`src/rtl/key_pkg.sv`:
```
// Shared definitions for the console key sequencer: key indices, FSM states,
// strobe bundle and the per-key strobe decode.
package key_pkg;

  localparam int KEY_LA    = 0;
  localparam int KEY_START = 1;
  localparam int KEY_DEP   = 2;
  localparam int KEY_EXAM  = 3;
  localparam int KEY_CONT  = 4;
  localparam int KEY_STOP  = 5;

  localparam logic [19:0] DEBOUNCE_DEF = 20'd200000;
  localparam logic [7:0]  TIMEOUT_DEF  = 8'd200;

  typedef enum logic [2:0] {
    ST_IDLE,
    ST_DEBOUNCE,
    ST_REQ,
    ST_WAIT,
    ST_RELEASE
  } state_e;

  typedef struct packed {
    logic stop_req;
    logic set_run;
    logic clr_all;
    logic pc_inc;
    logic mem_rd;
    logic mem_wr;
    logic ma_from_pc;
    logic ld_pc_sr;
  } strobe_t;

  function automatic logic is_onehot(input logic [5:0] v);
    return (v != '0) && ((v & (v - 6'd1)) == '0);
  endfunction

  // Pulses are OR-combined so coincident mftp pulses each get their actions.
  function automatic strobe_t key_strobes(input logic [5:0] k, input logic p0,
                                          input logic p1, input logic p2);
    strobe_t s;
    s.ld_pc_sr   = k[KEY_LA] & p1;
    s.clr_all    = k[KEY_START] & p0;
    s.ma_from_pc = (k[KEY_START] | k[KEY_DEP] | k[KEY_EXAM]) & p1;
    s.mem_wr     = k[KEY_DEP] & p1;
    s.mem_rd     = k[KEY_EXAM] & p1;
    s.pc_inc     = (k[KEY_DEP] | k[KEY_EXAM]) & p2;
    s.set_run    = (k[KEY_START] | k[KEY_CONT]) & p2;
    s.stop_req   = 1'b0;
    return s;
  endfunction

endpackage

```
`src/rtl/key_debounce.sv`:
```
// Key sample register plus saturating stability counter; stable_o is
// combinational and true for the one cycle the counter reaches DEBOUNCE-1.
module key_debounce
  import key_pkg::*;
#(
  parameter logic [19:0] DEBOUNCE = DEBOUNCE_DEF
) (
  input  logic       clk,
  input  logic       rst_n,
  input  logic [5:0] keys_i,
  input  logic       load_i,
  output logic [5:0] sample_o,
  output logic       stable_o,
  output logic       onehot_o,
  output logic       released_o
);

  logic [5:0]  sample_q, sample_d;
  logic [19:0] cnt_q, cnt_d;

  always_comb begin
    sample_d = sample_q;
    cnt_d    = cnt_q;
    if (load_i || (keys_i != sample_q)) begin
      sample_d = keys_i;
      cnt_d    = '0;
    end else if (cnt_q != '1) begin
      cnt_d = cnt_q + 20'd1;
    end
  end

  always_ff @(posedge clk or negedge rst_n) begin
    if (!rst_n) begin
      sample_q <= '0;
      cnt_q    <= '0;
    end else begin
      sample_q <= sample_d;
      cnt_q    <= cnt_d;
    end
  end

  assign sample_o   = sample_q;
  assign stable_o   = (keys_i == sample_q) && (cnt_q == DEBOUNCE - 20'd1);
  assign onehot_o   = is_onehot(sample_q);
  assign released_o = stable_o && (sample_q == '0);

endmodule

```
`src/rtl/key_control.sv`:
```
// Console key sequencer: one debounced key press -> one manual timing request,
// with registered one-cycle strobes issued the cycle after each mftp pulse.
module key_control
  import key_pkg::*;
#(
  parameter logic [19:0] DEBOUNCE = DEBOUNCE_DEF,
  parameter logic [7:0]  TIMEOUT  = TIMEOUT_DEF
) (
  input  logic       clk,
  input  logic       rst_n,
  input  logic [5:0] keys,
  input  logic       run,
  input  logic       mftp0,
  input  logic       mftp1,
  input  logic       mftp2,
  output logic       mft_req,
  output logic       ld_pc_sr,
  output logic       ma_from_pc,
  output logic       mem_wr,
  output logic       mem_rd,
  output logic       pc_inc,
  output logic       clr_all,
  output logic       set_run,
  output logic       stop_req,
  output logic       key_err
);

  state_e     state_q, state_d;
  logic [5:0] key_q, key_d;
  logic [7:0] tcnt_q, tcnt_d;
  logic       req_q, req_d;
  logic       err_q, err_d;
  strobe_t    strb_q, strb_d;

  logic       db_load;
  logic [5:0] db_sample;
  logic       db_stable, db_onehot, db_released;

  key_debounce #(.DEBOUNCE(DEBOUNCE)) u_debounce (
    .clk        (clk),
    .rst_n      (rst_n),
    .keys_i     (keys),
    .load_i     (db_load),
    .sample_o   (db_sample),
    .stable_o   (db_stable),
    .onehot_o   (db_onehot),
    .released_o (db_released)
  );

  always_comb begin
    state_d = state_q;
    key_d   = key_q;
    tcnt_d  = tcnt_q;
    req_d   = req_q;
    err_d   = err_q;
    strb_d  = '0;
    db_load = 1'b0;
    unique case (state_q)
      ST_IDLE: begin
        if (keys != '0) begin
          db_load = 1'b1;
          state_d = ST_DEBOUNCE;
        end
      end
      ST_DEBOUNCE: begin
        if (db_stable) begin
          if (!db_onehot) begin
            state_d = ST_RELEASE;
          end else if (db_sample[KEY_STOP]) begin
            strb_d.stop_req = 1'b1;
            state_d         = ST_RELEASE;
          end else if (run) begin
            state_d = ST_RELEASE;
          end else begin
            key_d   = db_sample;
            err_d   = 1'b0;
            tcnt_d  = '0;
            req_d   = 1'b1;
            state_d = ST_REQ;
          end
        end
      end
      ST_REQ, ST_WAIT: begin
        strb_d = key_strobes(key_q, mftp0, mftp1, mftp2);
        if (state_q == ST_REQ) state_d = ST_WAIT;
        // mftp2 wins over a coincident timeout: the sequence did complete.
        if (mftp2) begin
          req_d   = 1'b0;
          state_d = ST_RELEASE;
        end else if (tcnt_q == TIMEOUT - 8'd1) begin
          req_d   = 1'b0;
          err_d   = 1'b1;
          state_d = ST_RELEASE;
        end else begin
          tcnt_d = tcnt_q + 8'd1;
        end
      end
      ST_RELEASE: begin
        if (db_released) state_d = ST_IDLE;
      end
      default: state_d = ST_IDLE;
    endcase
    if ((state_d == ST_RELEASE) && (state_q != ST_RELEASE)) db_load = 1'b1;
  end

  always_ff @(posedge clk or negedge rst_n) begin
    if (!rst_n) begin
      state_q <= ST_IDLE;
      key_q   <= '0;
      tcnt_q  <= '0;
      req_q   <= 1'b0;
      err_q   <= 1'b0;
      strb_q  <= '0;
    end else begin
      state_q <= state_d;
      key_q   <= key_d;
      tcnt_q  <= tcnt_d;
      req_q   <= req_d;
      err_q   <= err_d;
      strb_q  <= strb_d;
    end
  end

  assign mft_req = req_q;
  assign key_err = err_q;
  assign {stop_req, set_run, clr_all, pc_inc, mem_rd, mem_wr, ma_from_pc, ld_pc_sr} = strb_q;

endmodule

```
`config.mk`:
```
export PLATFORM = sky130hd
export DESIGN_NAME = key_control
export DESIGN_NICKNAME = d
export VERILOG_FILES = /design/src/rtl/key_pkg.sv /design/src/rtl/key_debounce.sv /design/src/rtl/key_control.sv
export SDC_FILE = /design/constraint.sdc
export NUM_CORES = 1
export LEC_CHECK = 0
export ABC_CLOCK_PERIOD_IN_PS = 2400
export CORE_UTILIZATION = 45
export CTS_CLUSTER_SIZE = 8
export DETAILED_ROUTE_END_ITERATION = 6
export GPL_ROUTABILITY_DRIVEN = 0
export PLACE_DENSITY_LB_ADDON = 0.12
export SLEW_MARGIN = 20
export SYNTH_ARGS = -nofsm -noshare
export SYNTH_HDL_FRONTEND = slang
export SYNTH_SLANG_ARGS = --single-unit
export TNS_END_PERCENT = 20
```
`constraint.sdc`:
```
create_clock -name clk -period 2.4 [get_ports clk]
set_input_delay 0.24 -clock clk [delete_from_list [all_inputs] [get_ports clk]]
set_output_delay 0.24 -clock clk [all_outputs]
set_load 0.03 [all_outputs]
```
==> impl_metrics.yaml <==
finish:
  final_area_um2: 2980
  fill_cells: 507
  multi_input_area_um2: 1190
  syn_to_final_growth_pct: 17.7
  final_common_cell: "dfrtp_1"
  antenna_cells: 0
  drive_gt1_frac: 0.118
  final_core_util: 0.566
  finalNetCount: 293
  regArea_um2: 1300
  layout_common_cells: "dfrtp_1 (52), nor2_1 (42), clkdlybuf4s50_1 (20)"
power:
  p_switching_mw: 0.336
  intPower_mw: 1.22
  irDropWorstVdd_mv: 0.355
  clockPowerShare: 0.381
  p_seq_frac: 0.571
  p_per_area_nw_per_um2: 523
  p_leak_nw: 1.27
  swShare: 0.215
  pwr-share-comb: 0.048
sta:
  fmax_mhz: 467
  post-route-min-period_ps: 2140
  fin_setup_tns_ps: 0
  slew_headroom: 0.435
  drv_slew: 0
  setup_viol: 0
  rsz0062_at_grt: "no"
  hold_viol_final: 0
  fin_skew_ps: 6.79
  min_period_over_period: 0.892
  worstMarginPinSlew_ps: 848
detailed_routing:
  num_vias: 1885
  ant_nets: 0
  routed_wl_um: 4840
  drtPass1Iterations: 4
  drc_errors: 0
  post_drt_via_cell_ratio: 5.39
  wl_per_cell_um: 13.8
  drt_iter0_drc: 99
synthesis:
  syn_inst: 250
  ys_ff_latch: 52
  ys.flop_type: "dfrtp_1"
  synth-warning-count: 0
  yosysSeqAreaShare: 0.513
  syn_nets: 264
  synth.distinct_cells: 46
  synth_area_um2: 2540
  avgSynthCellArea_um2: 10.1
  synth-edff-count: 0
  async_flop_share: 1.00
die:
  num_io_pins: 22
  start_util: 0.481
  die_h_um: 77.1
  rows: 26
  core-area_um2: 5270
  die_area_um2: 5940
  die_w_um: 77.1
setup_path:
  end_kind: "flop"
  crit_path_max_fanout: 6
  ff2ff_path_depth: 6
  critPathLaunchType: "flop"
  r2r_slack_ps: 260
  arrival_ps: 2390
  r2r_end: "key_err"
  slowest_delay_ps: 480
  worst_ep_required_time_ps: 2650
  r2r_start: "u_debounce.cnt_q[6]"
  crit_chain: "nor4b_2 > nand4_1 > nor4_4 > nand2_1 > a2111oi_0 > o22a_1"
  slowest_stage: "dfrtp_1"
  worstSetupPathType: "reg2reg"
worst_hold_path:
  hp-class: "in2async"
place:
  place_area_um2: 2880
  place.detailed.hpwl_um: 3600
  portBuffers: 21
clock_network:
  cts.sinks: 52
  clockBufferDepth: 2
  cts_resized: 0
  clk_pin_slew_worst_paths_ps: 90
  cts-root-buf: "clkbuf_8"
  htree_levels: 2
  cts_setup_buffers: 0
  ctsHoldBuffers: 0
  cts_buffers: 5
  clock_latency_ps: 310
  tritoncts: "built"
global_route:
  track_usage: 0.181
  grt_pass1_vias: 1858
  overflow: 0
  grt_pass1_wl_um: 8410
  grt_start_max_net_pins: 40
  antenna_found_initial: 0
status:
  status: "finished clean"
job:
  cap_viol_max_count: 0
==> power by group through the flow <==
stage	clock network, mW	registers, mW	logic (mW)
finish	0.595	0.891	0.0745
floorplan	0	0.908	0.0285
global route	0.637	0.893	0.0844
detailed placement	0	0.909	0.0767
CTS	0.615	0.891	0.0770
global placement	0	0.908	0.0757
==> Yosys cell counts, types with 2 or more instances <==
library cell	n	area, um2
a2111oi_2	2	30.0
a21oi_1	4	20.0
nand4_1	8	50.1
or3_1	2	12.5
inv_1	4	15.0
nor2b_1	2	12.5
xor2_1	8	70.1
mux2_2	6	67.6
nor2_1	42	158
dfrtp_1	52	1300
nor4_1	5	31.3
nand2_2	2	12.5
clkbuf_1	6	22.5
xnor2_1	17	149
o211ai_1	2	15.0
o21ai_0	3	15.0
nand3_1	11	55.1
buf_2	2	10.0
nor3_1	8	40.0
nand2_1	19	71.3
and3_1	10	62.6
and4_1	3	26.3
ha_1	2	25.0
and2_1	5	31.3
a211oi_1	4	30.0
==> final cells by class <==
class                      instances  share of cell area
inverter                           4             0.00503
clock inverter                     2              0.0117
multi-input combinational        186               0.398
clock buffer                       6              0.0243
tap                               70              0.0294
sequential                        52               0.436
timing repair buffer              30              0.0956
==> state kept, by name (all words and copies together), names as in the netlist <==
register	count
clr_all	1
key_err	1
key_q	5
ld_pc_sr	1
ma_from_pc	1
mem_rd	1
mem_wr	1
mft_req	1
pc_inc	1
set_run	1
state_q	3
stop_req	1
tcnt_q	8
u_debounce.cnt_q	20
u_debounce.sample_o	6
==> logic make-up (layout without fill, tap and decap cells) <==
group | Yosys count | in the layout | synth area share
adder cells (fa/ha/maj) | 2 | 2 | 0.00987
multiplexers | 7 | 7 | 0.0306
XOR/XNOR | 25 | 25 | 0.0863
AND/OR/NAND/NOR | 127 | 127 | 0.266
flip-flops | 52 | 52 | 0.513
AO/OA/AOI/OAI | 25 | 25 | 0.0750
buffers and inverters | 12 | 42 | 0.0187
==> critical path, delay by kind of cell (launching register included) <==
family          cells  cell delay, ps
simple gates        4             930
compound gates      2             680
flops               1             480
==> layer usage <==
layer  track usage  part of all wire  vias to the layer above
met5             0                 0                        -
met4        0.0623             0.014                        0
met3        0.0357             0.024                        8
met2         0.310              0.49                       24
met1         0.226              0.48                      910
li1              -                 -                      943
==> how the worst max path moves through the flow <==
stage	cells past startpoint	slack, ps	start	end
6_report	6	260	u_debounce.cnt_q[6]	key_err
5_1_grt	7	70	u_debounce.cnt_q[0]	key_err
4_1_cts	6	240	u_debounce.cnt_q[6]	key_err
3_5_place_dp	7	20	keys[0]	key_err
3_3_place_gp	7	110	keys[3]	key_err
2_1_floorplan	7	500	tcnt_q[0]	tcnt_q[5]
==> per-stage QoR <==
step / instances / worst slack (ps) / power (mW) / hold slack, ps
floorplan: 250 / 499 / 0.937 / -55.6
CTS: 350 / 239 / 1.58 / 66.2
detailed placement: 342 / 24.3 / 0.985 / 399
global placement: 342 / 110 / 0.984 / 391
global route: 350 / 75.0 / 1.61 / 103
finish: 350 / 260 / 1.56 / 17.6
No activity file was read; power rests on OpenSTA's default activity.
